[config.mk]
export PLATFORM = sky130hd
export DESIGN_NAME = wb_tlul_host_bridge
export DESIGN_NICKNAME = d
export VERILOG_FILES = /design/src/rtl/wb_tlul_host_bridge.sv
export SDC_FILE = /design/constraint.sdc
export NUM_CORES = 1
export LEC_CHECK = 0
export ABC_AREA = 1
export CORE_MARGIN = 4
export CORE_UTILIZATION = 43
export DETAILED_ROUTE_END_ITERATION = 8
export PLACE_DENSITY_LB_ADDON = 0.15
export REMOVE_ABC_BUFFERS = 1
export SLEW_MARGIN = 20
export SYNTH_ARGS = -nofsm -noshare
export SYNTH_HDL_FRONTEND = slang
export SYNTH_SLANG_ARGS = --single-unit
[constraint.sdc]
create_clock -name clk_i -period 1.74 [get_ports clk_i]
set_input_delay 0.261 -clock clk_i [delete_from_list [all_inputs] [get_ports clk_i]]
set_output_delay 0.261 -clock clk_i [all_outputs]
set_load 0.05 [all_outputs]
[src/rtl/wb_tlul_host_bridge.sv]
// wb_tlul_host_bridge
// Turns Wishbone classic slave cycles into single-beat TL-UL host transactions.
// Only one transaction is outstanding at a time. A one-bit tag goes out on
// a_source and is compared on d_source, so that late responses get dropped.
// A wait for D times out after TIMEOUT cycles. err_o is a sticky flag.
//
// Ports
//   clk_i, rst_ni        clock, asynchronous active-low reset
//   wbs_*                Wishbone classic slave (cyc/stb/we/sel/adr/dat in, ack/dat out)
//   tl_a_*               TL-UL A channel (host -> crossbar)
//   tl_d_*               TL-UL D channel (crossbar -> host)
//   err_o, err_clr_i     sticky error flag and its clear
//
// state | meaning
// ------+--------------------------------------------------------------
// IDLE  | waiting for a Wishbone strobe
// REQ   | A channel valid, holding fields until a_ready
// RSP   | waiting for a D beat with a matching source, or for the timeout
// ACK   | one-cycle Wishbone ack (suppressed if the master dropped cyc)

module wb_tlul_host_bridge #(
   parameter int unsigned TIMEOUT  = 255,
   parameter int unsigned TO_W     = 16,
   parameter logic [31:0] ERR_DATA = 32'hFFFF_FFFF
) (
   input  logic        clk_i,
   input  logic        rst_ni,
   input  logic        wbs_cyc_i,
   input  logic        wbs_stb_i,
   input  logic        wbs_we_i,
   input  logic [3:0]  wbs_sel_i,
   input  logic [31:0] wbs_adr_i,
   input  logic [31:0] wbs_dat_i,
   output logic        wbs_ack_o,
   output logic [31:0] wbs_dat_o,
   output logic        tl_a_valid_o,
   input  logic        tl_a_ready_i,
   output logic [2:0]  tl_a_opcode_o,
   output logic [1:0]  tl_a_size_o,
   output logic [7:0]  tl_a_source_o,
   output logic [31:0] tl_a_address_o,
   output logic [3:0]  tl_a_mask_o,
   output logic [31:0] tl_a_data_o,
   input  logic        tl_d_valid_i,
   output logic        tl_d_ready_o,
   input  logic [7:0]  tl_d_source_i,
   input  logic [31:0] tl_d_data_i,
   input  logic        tl_d_error_i,
   output logic        err_o,
   input  logic        err_clr_i
);

   localparam logic [2:0]      OP_PUT_FULL = 3'd0;
   localparam logic [2:0]      OP_PUT_PART = 3'd1;
   localparam logic [2:0]      OP_GET      = 3'd4;
   localparam logic [TO_W-1:0] TO_LAST     = TO_W'(TIMEOUT - 1);

   typedef enum logic [1:0] {IDLE, REQ, RSP, ACK} state_t;

   state_t          state_q, state_d;
   logic [TO_W-1:0] cnt_q;
   logic            tag_q;
   logic            abort_q;
   logic            we_q;
   logic [2:0]      opcode_q;
   logic [3:0]      mask_q;
   logic [31:0]     address_q;
   logic [31:0]     data_q;
   logic            req_start;
   logic            rsp_hit;
   logic            rsp_timeout;

   always_comb begin
      state_d     = state_q;
      req_start   = 1'b0;
      rsp_hit     = 1'b0;
      rsp_timeout = 1'b0;
      case (state_q)
         IDLE: begin
            if (wbs_cyc_i && wbs_stb_i && !wbs_ack_o) begin
               req_start = 1'b1;
               state_d   = REQ;
            end
         end
         REQ: begin
            if (tl_a_ready_i) state_d = RSP;
         end
         RSP: begin
            // A matching response arriving on the timeout cycle still wins.
            if (tl_d_valid_i && (tl_d_source_i == {7'b0, tag_q})) begin
               rsp_hit = 1'b1;
               state_d = ACK;
            end else if (cnt_q == TO_LAST) begin
               rsp_timeout = 1'b1;
               state_d     = ACK;
            end
         end
         ACK:     state_d = IDLE;
         default: state_d = IDLE;
      endcase
   end

   always_ff @(posedge clk_i or negedge rst_ni) begin
      if (!rst_ni) begin
         state_q   <= IDLE;
         cnt_q     <= '0;
         tag_q     <= 1'b0;
         abort_q   <= 1'b0;
         we_q      <= 1'b0;
         opcode_q  <= 3'd0;
         mask_q    <= 4'd0;
         address_q <= 32'd0;
         data_q    <= 32'd0;
         wbs_dat_o <= 32'd0;
         err_o     <= 1'b0;
      end else begin
         state_q <= state_d;

         if (req_start) begin
            tag_q     <= ~tag_q;
            abort_q   <= 1'b0;
            we_q      <= wbs_we_i;
            address_q <= wbs_adr_i & 32'hFFFF_FFFC;
            data_q    <= wbs_dat_i;
            if (!wbs_we_i) begin
               opcode_q <= OP_GET;
               mask_q   <= 4'hF;
            end else begin
               opcode_q <= (wbs_sel_i == 4'hF) ? OP_PUT_FULL : OP_PUT_PART;
               mask_q   <= wbs_sel_i;
            end
         end

         // The transaction runs to completion after the master drops cyc;
         // only the ack pulse is withheld.
         if ((state_q == REQ || state_q == RSP) && !wbs_cyc_i) abort_q <= 1'b1;

         if (state_q == REQ)      cnt_q <= '0;
         else if (state_q == RSP) cnt_q <= cnt_q + TO_W'(1);

         if (rsp_hit) begin
            if (tl_d_error_i) wbs_dat_o <= ERR_DATA;
            else if (we_q)    wbs_dat_o <= 32'd0;
            else              wbs_dat_o <= tl_d_data_i;
         end else if (rsp_timeout) begin
            wbs_dat_o <= ERR_DATA;
         end

         if ((rsp_hit && tl_d_error_i) || rsp_timeout) err_o <= 1'b1;
         else if (err_clr_i)                           err_o <= 1'b0;
      end
   end

   assign wbs_ack_o      = (state_q == ACK) && !abort_q;
   assign tl_a_valid_o   = (state_q == REQ);
   assign tl_d_ready_o   = (state_q != ACK);
   assign tl_a_opcode_o  = opcode_q;
   assign tl_a_size_o    = 2'd2;
   assign tl_a_source_o  = {7'b0, tag_q};
   assign tl_a_address_o = address_q;
   assign tl_a_mask_o    = mask_q;
   assign tl_a_data_o    = data_q;

endmodule

==> results.md, run 1 <==
- Status: completed
- Largest net degree at the start of global routing: 55
- Syn Area/Cell: 7.88 um^2
- R2R Setup Slk: 0.03 ns
- Synth top area cells: dfrtp_1 (55%), nand2_1 (16%), nor2_1 (11%)
- RSZ-0062 raised after global routing: yes
- Iter 0 DRT Violations: 258
- Initial antenna violation count: 0
- Clock-pin slew on the worst setup and hold paths: 0.05 ns
- Post-synth top cells: nand2_1 (240), nor2_1 (156), dfrtp_1 (122), inv_1 (70), clkbuf_1 (16)
- Max_cap viols: 0
- DRC: 0
- Crit. Startpoint: state_q[1]$_DFFE_PN0P_
- Die X-Extent: 121 um
- Layout Area Growth over Synthesis: 56.1%
- CTS H-tree lvls: 4
- Final hold viol count: 0
- Post-synth top area cell: dfrtp_1
- Routability cong.: 0.825
- Global-route wire length before repair: 24600 um
- Vias in the first global route: 5082
- Worst EP arrival: 2.05 ns
- Core ar.: 12600 um^2
- Grt ovf: 0
- Synthesized flop and latch total: 122
- Number of diodes: 0
- Worst VDD drop: 1.16 mV
- Total power: 15000 uW
- Most frequent cell after synthesis: nand2_1
- Max FO, Critical Path: 7
- FF-to-FF Start: state_q[1]$_DFFE_PN0P_
- Yosys cell types: 34
- # rows: 41
- Port buffer count: 219
- Crit path launch type: register
- DR pass1 iterations: 7
- Vias/cell: 4.60
- Worst R2R End: cnt_q[15]$_DFFE_PN0N_
- Mapped cell area: 5520 um^2
- Synthesized instance count: 700
- CTS Sinks: 122
- Final Critical Period: 1.71 ns
- Layout cell share with drive strength beyond 1: 20.2%
- Setup tns final: 0 ns
- ANT nets after route: 0
- Top-area cell type share of the netlist area: 55.3%
- Initial cell density of the core: 43.9%
- Clock buffer depth: 2
- Final hold slack: 0.331 ns
- Drt total wl: 16000 um
- Routed len/inst: 14.3 um
- Leak Pwr: 0.00438 uW
- Clk_skew: 0.00617 ns
- Total GRT Usage: 21.2%
- Max Transition Viols Final: 0
- Reg2Reg Depth: 9
- Yosys Warn Count: 0
- Nets: 1064
- Synth Flop Type: dfrtp_1
- Setup crit end: cnt_q[15]$_DFFE_PN0N_
- Die H: 121 um
- Pwr Density: 1740 nW/um^2
- Worst-Skew Late Latency: 0.41 ns
- Crit. End Element: register
- Vias: 5174
- Async S/R FF share, synth: 100%
- Worst hold-check path type: in -> async
- Total clock buffers created by CTS: 17
- Fmax: 585 MHz
- # IOs: 234
- Worst endpoint required time: 2.08 ns
- Root buf cell: clkbuf_16
- EDFF count, synth: 0
- CTS tree: done
- CP Class: reg -> reg
- Fin crit share: 98.2%
- Sequential cell area fraction in the yosys report: 55.3%
- Die area: 14700 um^2
- Placed wire-length estimate: 11000 um
- Setup violations, final: 0
==> kinds of logic after synthesis <==
kind of cell	after synthesis	synth area share, %
other cells	2	0.136
flops	122	55.3
buf+inv	112	9.09
xor+xnor	1	0.159
fa+ha+maj	6	1.36
simple gates	431	30.7
compound gates	26	3.20
==> state kept, by name (all words and copies together), names as in the netlist, 2 cells and up <==
| signal | flops |
|---|---|
| cnt_q | 16 |
| tl_a_data_o | 32 |
| wbs_dat_o | 32 |
| state_q | 2 |
| tl_a_address_o | 30 |
| tl_a_mask_o | 4 |
| tl_a_opcode_o | 2 |
==> placed cells by master, fill, tap and decap left out, types with 5 or more instances in the layout <==
| master | count |
|---|---|
| nand2_2 | 8 |
| buf_12 | 11 |
| dfrtp_1 | 121 |
| nand2_1 | 236 |
| clkdlybuf4s50_1 | 113 |
| a21oi_1 | 8 |
| bufinv_16 | 5 |
| conb_1 | 12 |
| clkbuf_16 | 20 |
| inv_1 | 69 |
| nand3_1 | 13 |
| nor3_1 | 5 |
| buf_4 | 122 |
| nor2_1 | 153 |
| inv_2 | 5 |
==> how the worst min path moves through the flow <==
stage,startpoint,endpoint,cells past startpoint
after detailed placement,rst_ni,tag_q$_DFFE_PN0P_,1
after global placement,rst_ni,tag_q$_DFFE_PN0P_,1
after CTS,rst_ni,tag_q$_DFFE_PN0P_,2
final,rst_ni,tag_q$_DFFE_PN0P_,2
after global routing,rst_ni,tag_q$_DFFE_PN0P_,2
after floorplan,rst_ni,abort_q$_DFFE_PN0P_,0
==> routing by layer <==
| metal | routed length, um | share of wire [%] | track usage, % | vias to the layer above |
|---|---|---|---|---|
| met5 | 0 | 0 | 0 | - |
| met4 | 368 | 2.3 | 9.10 | 0 |
| met3 | 1550 | 9.7 | 8.62 | 26 |
| met2 | 7920 | 49 | 35.7 | 218 |
| met1 | 6210 | 39 | 23.9 | 2382 |
| li1 | - | - | - | 2548 |
==> what timing repair did <==
action	4_1_cts	5_1_grt
endpoints found under the setup margin	5	52
hold buffers	1	0
endpoints found under the hold margin	25	0
resized for setup	2	13
cloned	0	3
pin swaps	0	5
setup buffers	0	7
==> power breakdown <==
group	internal, uW	leakage, uW	switching, uW
clock	2690	0.000321	1220
sequential	3700	0.00141	555
combinational	2150	0.00265	4650
==> worst max-delay path, cell delays in order (launching register included) <==
cell     delay (ns)
dfrtp_1        0.41
inv_1          0.11
ha_4           0.31
buf_4          0.16
nand2_1        0.11
nor3_2         0.19
nand3_1        0.12
nand2_1        0.10
nand2_1        0.06
nor2_1         0.07
==> stage by stage <==
stage	setup slack, ns	utilization, %	std cells	cell area (um^2)
2_1_floorplan	-1.50	-	672	5330
3_3_place_gp	-0.0281	61.8	1083	7760
3_5_place_dp	-0.0884	61.8	1083	7760
4_1_cts	0.0426	67.2	1116	8450
5_1_grt	-0.0844	68.5	1126	8610
6_report	0.0311	68.5	1126	8610
==> layout make-up <==
class | count | area (um^2)
clock buffers | 25 | 495
clock inverters | 7 | 160
fillers | 1031 | 3960
inverters | 74 | 278
multi-input cells | 476 | 2060
flip-flops and latches | 122 | 3050
well taps | 172 | 215
repair buffers | 250 | 2350
No activity file was read; power rests on OpenSTA's default activity.
==> run 2: changes to the inputs <==
--- a/config.mk
+++ b/config.mk
@@ -8,6 +8,7 @@
 export ABC_AREA = 1
 export CORE_MARGIN = 4
 export CORE_UTILIZATION = 43
+export CTS_CLUSTER_SIZE = 8
 export DETAILED_ROUTE_END_ITERATION = 8
 export PLACE_DENSITY_LB_ADDON = 0.15
 export REMOVE_ABC_BUFFERS = 1
==> results of run 2 <==
No change in the layout: final DEF, timing and power equal those of run 1.
